--- config.mk ---
export PLATFORM = sky130hd
export DESIGN_NAME = spike_window_readout
export DESIGN_NICKNAME = d
export VERILOG_FILES = /design/src/rtl/snn_pkg.sv /design/src/rtl/spike_counter.sv /design/src/rtl/spike_window_readout.sv
export SDC_FILE = /design/constraint.sdc
export NUM_CORES = 1
export LEC_CHECK = 0
export BUFFER_PORTS_ARGS = -buffer_cell sky130_fd_sc_hd__buf_2
export CAP_MARGIN = 0
export CORE_ASPECT_RATIO = 0.5
export CORE_MARGIN = 10
export CORE_UTILIZATION = 40
export CTS_BUF_LIST = sky130_fd_sc_hd__clkbuf_4
export DETAILED_ROUTE_END_ITERATION = 7
export SYNTH_ARGS = -nofsm -noshare
export SYNTH_HDL_FRONTEND = slang
export SYNTH_SLANG_ARGS = --single-unit
--- constraint.sdc ---
create_clock -name clk -period 3.5 [get_ports clk]
set_input_delay 0.35 -clock clk [delete_from_list [all_inputs] [get_ports clk]]
set_output_delay 0.35 -clock clk [all_outputs]
set_load 0.02 [all_outputs]
--- src/rtl/snn_pkg.sv ---
// Shared readout definitions: FSM state encoding, default sizing, saturating increment.
// Pure combinational helpers; no latency and no flow control.
package snn_pkg;

  localparam int DEF_NUM_CLASSES = 10;
  localparam int DEF_WINDOW      = 64;
  localparam int DEF_CNT_W       = 8;

  typedef enum logic [1:0] {
    ST_IDLE,
    ST_INTEGRATE,
    ST_SCAN,
    ST_DONE
  } rd_state_t;

  // Holds at max_val instead of wrapping; callers zero-extend counters up to 32 bits.
  function automatic logic [31:0] sat_inc(input logic [31:0] val, input logic [31:0] max_val);
    return (val == max_val) ? val : val + 32'd1;
  endfunction

endpackage

--- src/rtl/spike_counter.sv ---
// Per-class saturating spike counter with synchronous clear and enable.
// One-cycle update latency; no backpressure, clear has priority over enable.
module spike_counter
  import snn_pkg::*;
#(
  parameter int CNT_W = DEF_CNT_W
) (
  input  logic             clk,
  input  logic             rst_n,
  input  logic             clr,
  input  logic             en,
  output logic [CNT_W-1:0] count
);

  always_ff @(posedge clk) begin
    if (!rst_n) begin
      count <= '0;
    end else if (clr) begin
      count <= '0;
    end else if (en) begin
      count <= CNT_W'(sat_inc(32'(count), 32'({CNT_W{1'b1}})));
    end
  end

endmodule

--- src/rtl/spike_window_readout.sv ---
// Windowed spike count per class followed by a sequential argmax over the counters.
// Result valid WINDOW+NUM_CLASSES+1 cycles after an accepted start; start is ignored while busy.
module spike_window_readout
  import snn_pkg::*;
#(
  parameter int  NUM_CLASSES = DEF_NUM_CLASSES,
  parameter int  WINDOW      = DEF_WINDOW,
  parameter int  CNT_W       = DEF_CNT_W,
  localparam int IDX_W       = $clog2(NUM_CLASSES)
) (
  input  logic                   clk,
  input  logic                   rst_n,
  input  logic                   start_i,
  input  logic                   abort_i,
  input  logic [NUM_CLASSES-1:0] spikes_i,
  output logic                   busy_o,
  output logic                   valid_o,
  output logic [IDX_W-1:0]       winner_o,
  output logic [CNT_W-1:0]       max_count_o,
  output logic                   tie_o
);

  localparam int WIN_W = $clog2(WINDOW + 1);

  rd_state_t        state, state_nxt;
  logic [WIN_W-1:0] win_cnt;
  logic [IDX_W-1:0] scan_idx;
  logic [CNT_W-1:0] counts [NUM_CLASSES];
  logic             clr;
  logic             win_last;
  logic             scan_last;

  logic [CNT_W-1:0] best_cnt, best_cnt_nxt, cand;
  logic [IDX_W-1:0] best_idx, best_idx_nxt;
  logic             best_tie, best_tie_nxt;

  assign clr       = (state == ST_IDLE) && start_i;
  assign win_last  = (win_cnt == WIN_W'(WINDOW - 1));
  assign scan_last = (scan_idx == IDX_W'(NUM_CLASSES - 1));
  assign busy_o    = (state == ST_INTEGRATE) || (state == ST_SCAN);
  assign valid_o   = (state == ST_DONE);

  for (genvar k = 0; k < NUM_CLASSES; k++) begin : g_cnt
    spike_counter #(.CNT_W(CNT_W)) u_cnt (
      .clk   (clk),
      .rst_n (rst_n),
      .clr   (clr),
      .en    ((state == ST_INTEGRATE) && spikes_i[k]),
      .count (counts[k])
    );
  end

  always_comb begin
    state_nxt = state;
    case (state)
      ST_IDLE:      if (start_i)   state_nxt = ST_INTEGRATE;
      ST_INTEGRATE: if (win_last)  state_nxt = ST_SCAN;
      ST_SCAN:      if (scan_last) state_nxt = ST_DONE;
      ST_DONE:                     state_nxt = ST_IDLE;
      default:                     state_nxt = ST_IDLE;
    endcase
    if (abort_i && (state != ST_IDLE)) state_nxt = ST_IDLE;
  end

  // Lower index wins on equal counts, so only a strictly greater count displaces the best.
  always_comb begin
    cand         = counts[scan_idx];
    best_cnt_nxt = best_cnt;
    best_idx_nxt = best_idx;
    best_tie_nxt = best_tie;
    if (scan_idx == '0) begin
      best_cnt_nxt = cand;
      best_idx_nxt = '0;
      best_tie_nxt = 1'b0;
    end else if (cand > best_cnt) begin
      best_cnt_nxt = cand;
      best_idx_nxt = scan_idx;
      best_tie_nxt = 1'b0;
    end else if (cand == best_cnt) begin
      best_tie_nxt = 1'b1;
    end
  end

  always_ff @(posedge clk) begin
    if (!rst_n) begin
      state       <= ST_IDLE;
      win_cnt     <= '0;
      scan_idx    <= '0;
      best_cnt    <= '0;
      best_idx    <= '0;
      best_tie    <= 1'b0;
      winner_o    <= '0;
      max_count_o <= '0;
      tie_o       <= 1'b0;
    end else begin
      state <= state_nxt;

      if (clr) begin
        win_cnt <= '0;
      end else if (state == ST_INTEGRATE) begin
        win_cnt <= win_cnt + WIN_W'(1);
      end

      if ((state == ST_SCAN) && !scan_last) begin
        scan_idx <= scan_idx + IDX_W'(1);
      end else begin
        scan_idx <= '0;
      end

      if (state == ST_SCAN) begin
        best_cnt <= best_cnt_nxt;
        best_idx <= best_idx_nxt;
        best_tie <= best_tie_nxt;
      end

      // Publish on entry to DONE so the result is visible in the valid cycle; an abort suppresses it.
      if ((state == ST_SCAN) && scan_last && !abort_i) begin
        winner_o    <= best_idx_nxt;
        max_count_o <= best_cnt_nxt;
        tie_o       <= best_tie_nxt;
      end
    end
  end

endmodule

==> impl_metrics.csv <==
group,metric,value,unit
synth,seq_area_frac_synth,37.76,%
final_layout,fin_util,44.86,%
worst_setup_path,cp_cell_sequence,"buf_12, mux2_2, a22oi_1, nand3_1, ha_1, nand4_4, nor2_4, a211o_1, buf_4, a31oi_1, o21ai_0",
power_and_ir_drop,power.total,3.532,mW
power_and_ir_drop,power.switching,1.359,mW
power_and_ir_drop,cellPowerDensity,510.7,mW/mm^2
global_route,grt_pass1_vias,4723,
final_layout,area_growth,9.619,%
cts,clockBufferDepth,2,
worst_setup_path,arrival,3.66,ns
global_route,antenna_found_initial,0,
floorplan,coreArea,0.01541,mm^2
cts,clk_latency,0.51,ns
cts,numCtsBuffers,17,
routing,drt_iter0_drc,553,
routing,vias,5177,
power_and_ir_drop,pwr-share-clk,24.6,%
final_layout,final_area,0.006915,mm^2
floorplan,die_h,108.8,um
routing,wirelength,14.73,mm
worst_setup_path,cp_num_buf_inv,2,
worst_setup_path,crit_family,"compound AO/OA/AOI/OAI gates",
worst_setup_path,r2r_cells,11,
worst_setup_path,worst_setup_path_start_kind,"flip-flop",
final_layout,fin_nets,762,
worst_setup_path,crit_path_end_kind,"flip-flop",
sta,fin_ws,0.2739,ns
worst_setup_path,reg2reg_from,"scan_idx[0]",
sta,finalCritPeriodShare,92.17,%
cts,cts.sinks,119,
power_and_ir_drop,intPower,2.173,mW
placement,io_buffers,28,
placement,dp_slack,0.1936,ns
synth,postSynthCellCount,698,
power_and_ir_drop,switching_share,38.48,%
global_route,grt_max_degree,49,
cts,clk_pin_slew,0.12,ns
sta,slew_headroom,34.04,%
synth,synth_fp_nets,738,
floorplan,num_io_pins,29,
sta,hold_viol,0,
status,status,"finished, final reports clean",
hold_path,hold_end,"winner_o[3]",
synth,ys.flop_type,"dfxtp_1",
synth,synth_edf_count,0,
routing,detail_route.wl_per_cell,15.69,um
floorplan,die_x,197.6,um
job,drv_cap,0,
cts,cts_root_buf,"clkbuf_4",
synth,netlist_top_cells_area,"dfxtp_1, xor2_1, nor2_1",
power_and_ir_drop,p_leak,2.552,nW
cts,cts_tree,"yes",
synth,synth.distinct_cells,60,
routing,post_drt_via_cell_ratio,5.513,
floorplan,std_cell_rows,32,
global_route,grtUsageTotal,14.15,%
power_and_ir_drop,combPwrFrac,33.5,%
global_route,grt_overflow_total,0,
placement,place_congestion,0.9102,
synth,synth_top_cell_by_area,"dfxtp_1",
hold_path,hold_class,"input pin to flip-flop",
sta,slew_violations,0,
cts,h-tree-depth,4,
placement,placed_cells,907,
worst_setup_path,worst-path-stages,11,
synth,synthTopCellsByCount,"dfxtp_1, nor2_1, nand2_1",
hold_path,min_from,"rst_n",
final_layout,stdcell_count,939,
synth,synth_warnings,0,
worst_setup_path,crit_required,3.94,ns
sta,setup_viol,0,
worst_setup_path,cp_max_fo,35,
power_and_ir_drop,peakVddDrop,321.0,uV
global_route,grt_pass1_wl,24.61,mm
worst_setup_path,max_stage_delay,0.44,ns
cts,cts_setup_buffers,0,
sta,setup_tns,0,ns
floorplan,die-area,0.02150,mm^2
cts,cts_hold_buf,0,
sta,fmax,310.0,MHz
power_and_ir_drop,p_seq_share,41.9,%
synth,syn_avg_cell_area,9.038,um^2
worst_setup_path,critPathKind,"flip-flop to flip-flop",
hold_path,hold_depth,3,
worst_setup_path,r2r_slack,0.27,ns
final_layout,n_antenna_cell,0,
routing,first_pass_iters,5,
synth,synthArstFlopShare,0,%
sta,finClkSkew,0.02423,ns
sta,min_period,3.226,ns
placement,dp_hpwl,10.79,mm
routing,drc,0,
synth,ys_seq_elements,119,
synth,synthesis.area,0.006309,mm^2
sta,rsz0062_at_grt,"false",
placement,post_dp_cell_area,0.006673,mm^2
synth,synth.most_common_cell,"dfxtp_1",
final_layout,drive_gt1_share,15.24,%
worst_setup_path,crit_slowest_cell,"dfxtp_1",
sta,worst-slew-pin-transition,0.9860,ns
synth,synth_top_area_share,37.76,%
worst_setup_path,worstReg2RegEnd,"max_count_o[2]",
floorplan,start_util,40.93,%
routing,ant_nets,0,
sta,holdWs,0.1916,ns
==> cells by family after synthesis <==
group | share of synthesized area, %
buffers and inverters | 3.748
adder cells (fa/ha/maj) | 5.157
flip-flops | 37.76
multiplexers | 9.203
XOR/XNOR | 9.718
AND/OR/NAND/NOR | 21.86
AO/OA/AOI/OAI | 12.55
==> tightest hold or removal path, cell delays in order <==
cell	delay [ns]
buf_2	0.18
o21ai_0	0.10
a21oi_1	0.04
==> area by class of cell <==
class / count / area, um^2
inverter: 18 / 67.56
timing repair buffer: 41 / 275.3
clock inverter: 12 / 86.33
clock buffer: 20 / 150.1
fill: 1485 / 8499
multi-input combinational: 525 / 3699
sequential: 119 / 2382
tap: 204 / 255.2
==> sequential cells by signal, indices dropped and copies added (netlist names) <==
name               count
best_idx               4
g_cnt.u_cnt.count     80
win_cnt                7
winner_o               4
scan_idx               4
tie_o                  1
state                  2
max_count_o            8
best_cnt               8
best_tie               1
==> layout by cell type (no fill, tap or decap), types with 5 or more instances in the layout <==
master	synthesis	routed
and4_1	9	9
clkinv_2	0	5
a41oi_1	5	5
nand4_1	31	31
inv_1	18	18
a21oi_1	13	13
mux2_2	22	22
mux2i_1	13	13
dfxtp_1	119	119
xor2_1	47	47
a311oi_1	6	6
mux4_2	8	8
buf_4	2	10
a31oi_1	14	13
nand2_1	59	58
nand3_1	39	39
clkbuf_4	0	20
a211oi_1	7	7
o21ai_0	19	18
and3_1	11	11
nor3_1	9	9
xnor2_1	23	23
a22oi_1	8	8
nor2_1	92	92
ha_1	26	26
buf_2	9	28
o41ai_1	7	7
==> worst max path at each step <==
stage	start	end	slack [ns]
2_1_floorplan	scan_idx[0]	max_count_o[0]	0.49
3_3_place_gp	scan_idx[0]	best_cnt[2]	0.37
3_5_place_dp	scan_idx[0]	best_cnt[2]	0.19
4_1_cts	scan_idx[0]	best_cnt[2]	0.19
5_1_grt	scan_idx[0]	winner_o[2]	0.03
6_report	scan_idx[0]	max_count_o[2]	0.27
==> layer usage <==
metal | vias to the layer above | track usage, % | routed length (um)
li1 | 2588 | - | -
met1 | 2409 | 20.61 | 7534
met2 | 164 | 20.07 | 6041
met3 | 16 | 3.167 | 1006
met4 | 0 | 4.632 | 146
met5 | - | 0 | 0
==> what timing repair did <==
action / CTS / global route
setup endpoints to repair: 0 / 2
endpoints found under the hold margin: 0 / 0
gates resized for setup: 0 / 1
==> power groups by stage <==
stage	clock network (mW)	logic (mW)	registers, mW
floorplan	0	0.891	1.49
global placement	0	1.16	1.51
detailed placement	0	1.17	1.51
CTS	0.901	1.18	1.48
global route	0.964	1.30	1.49
finish	0.869	1.18	1.48
Note: power is estimated with default switching activity, not from simulation.
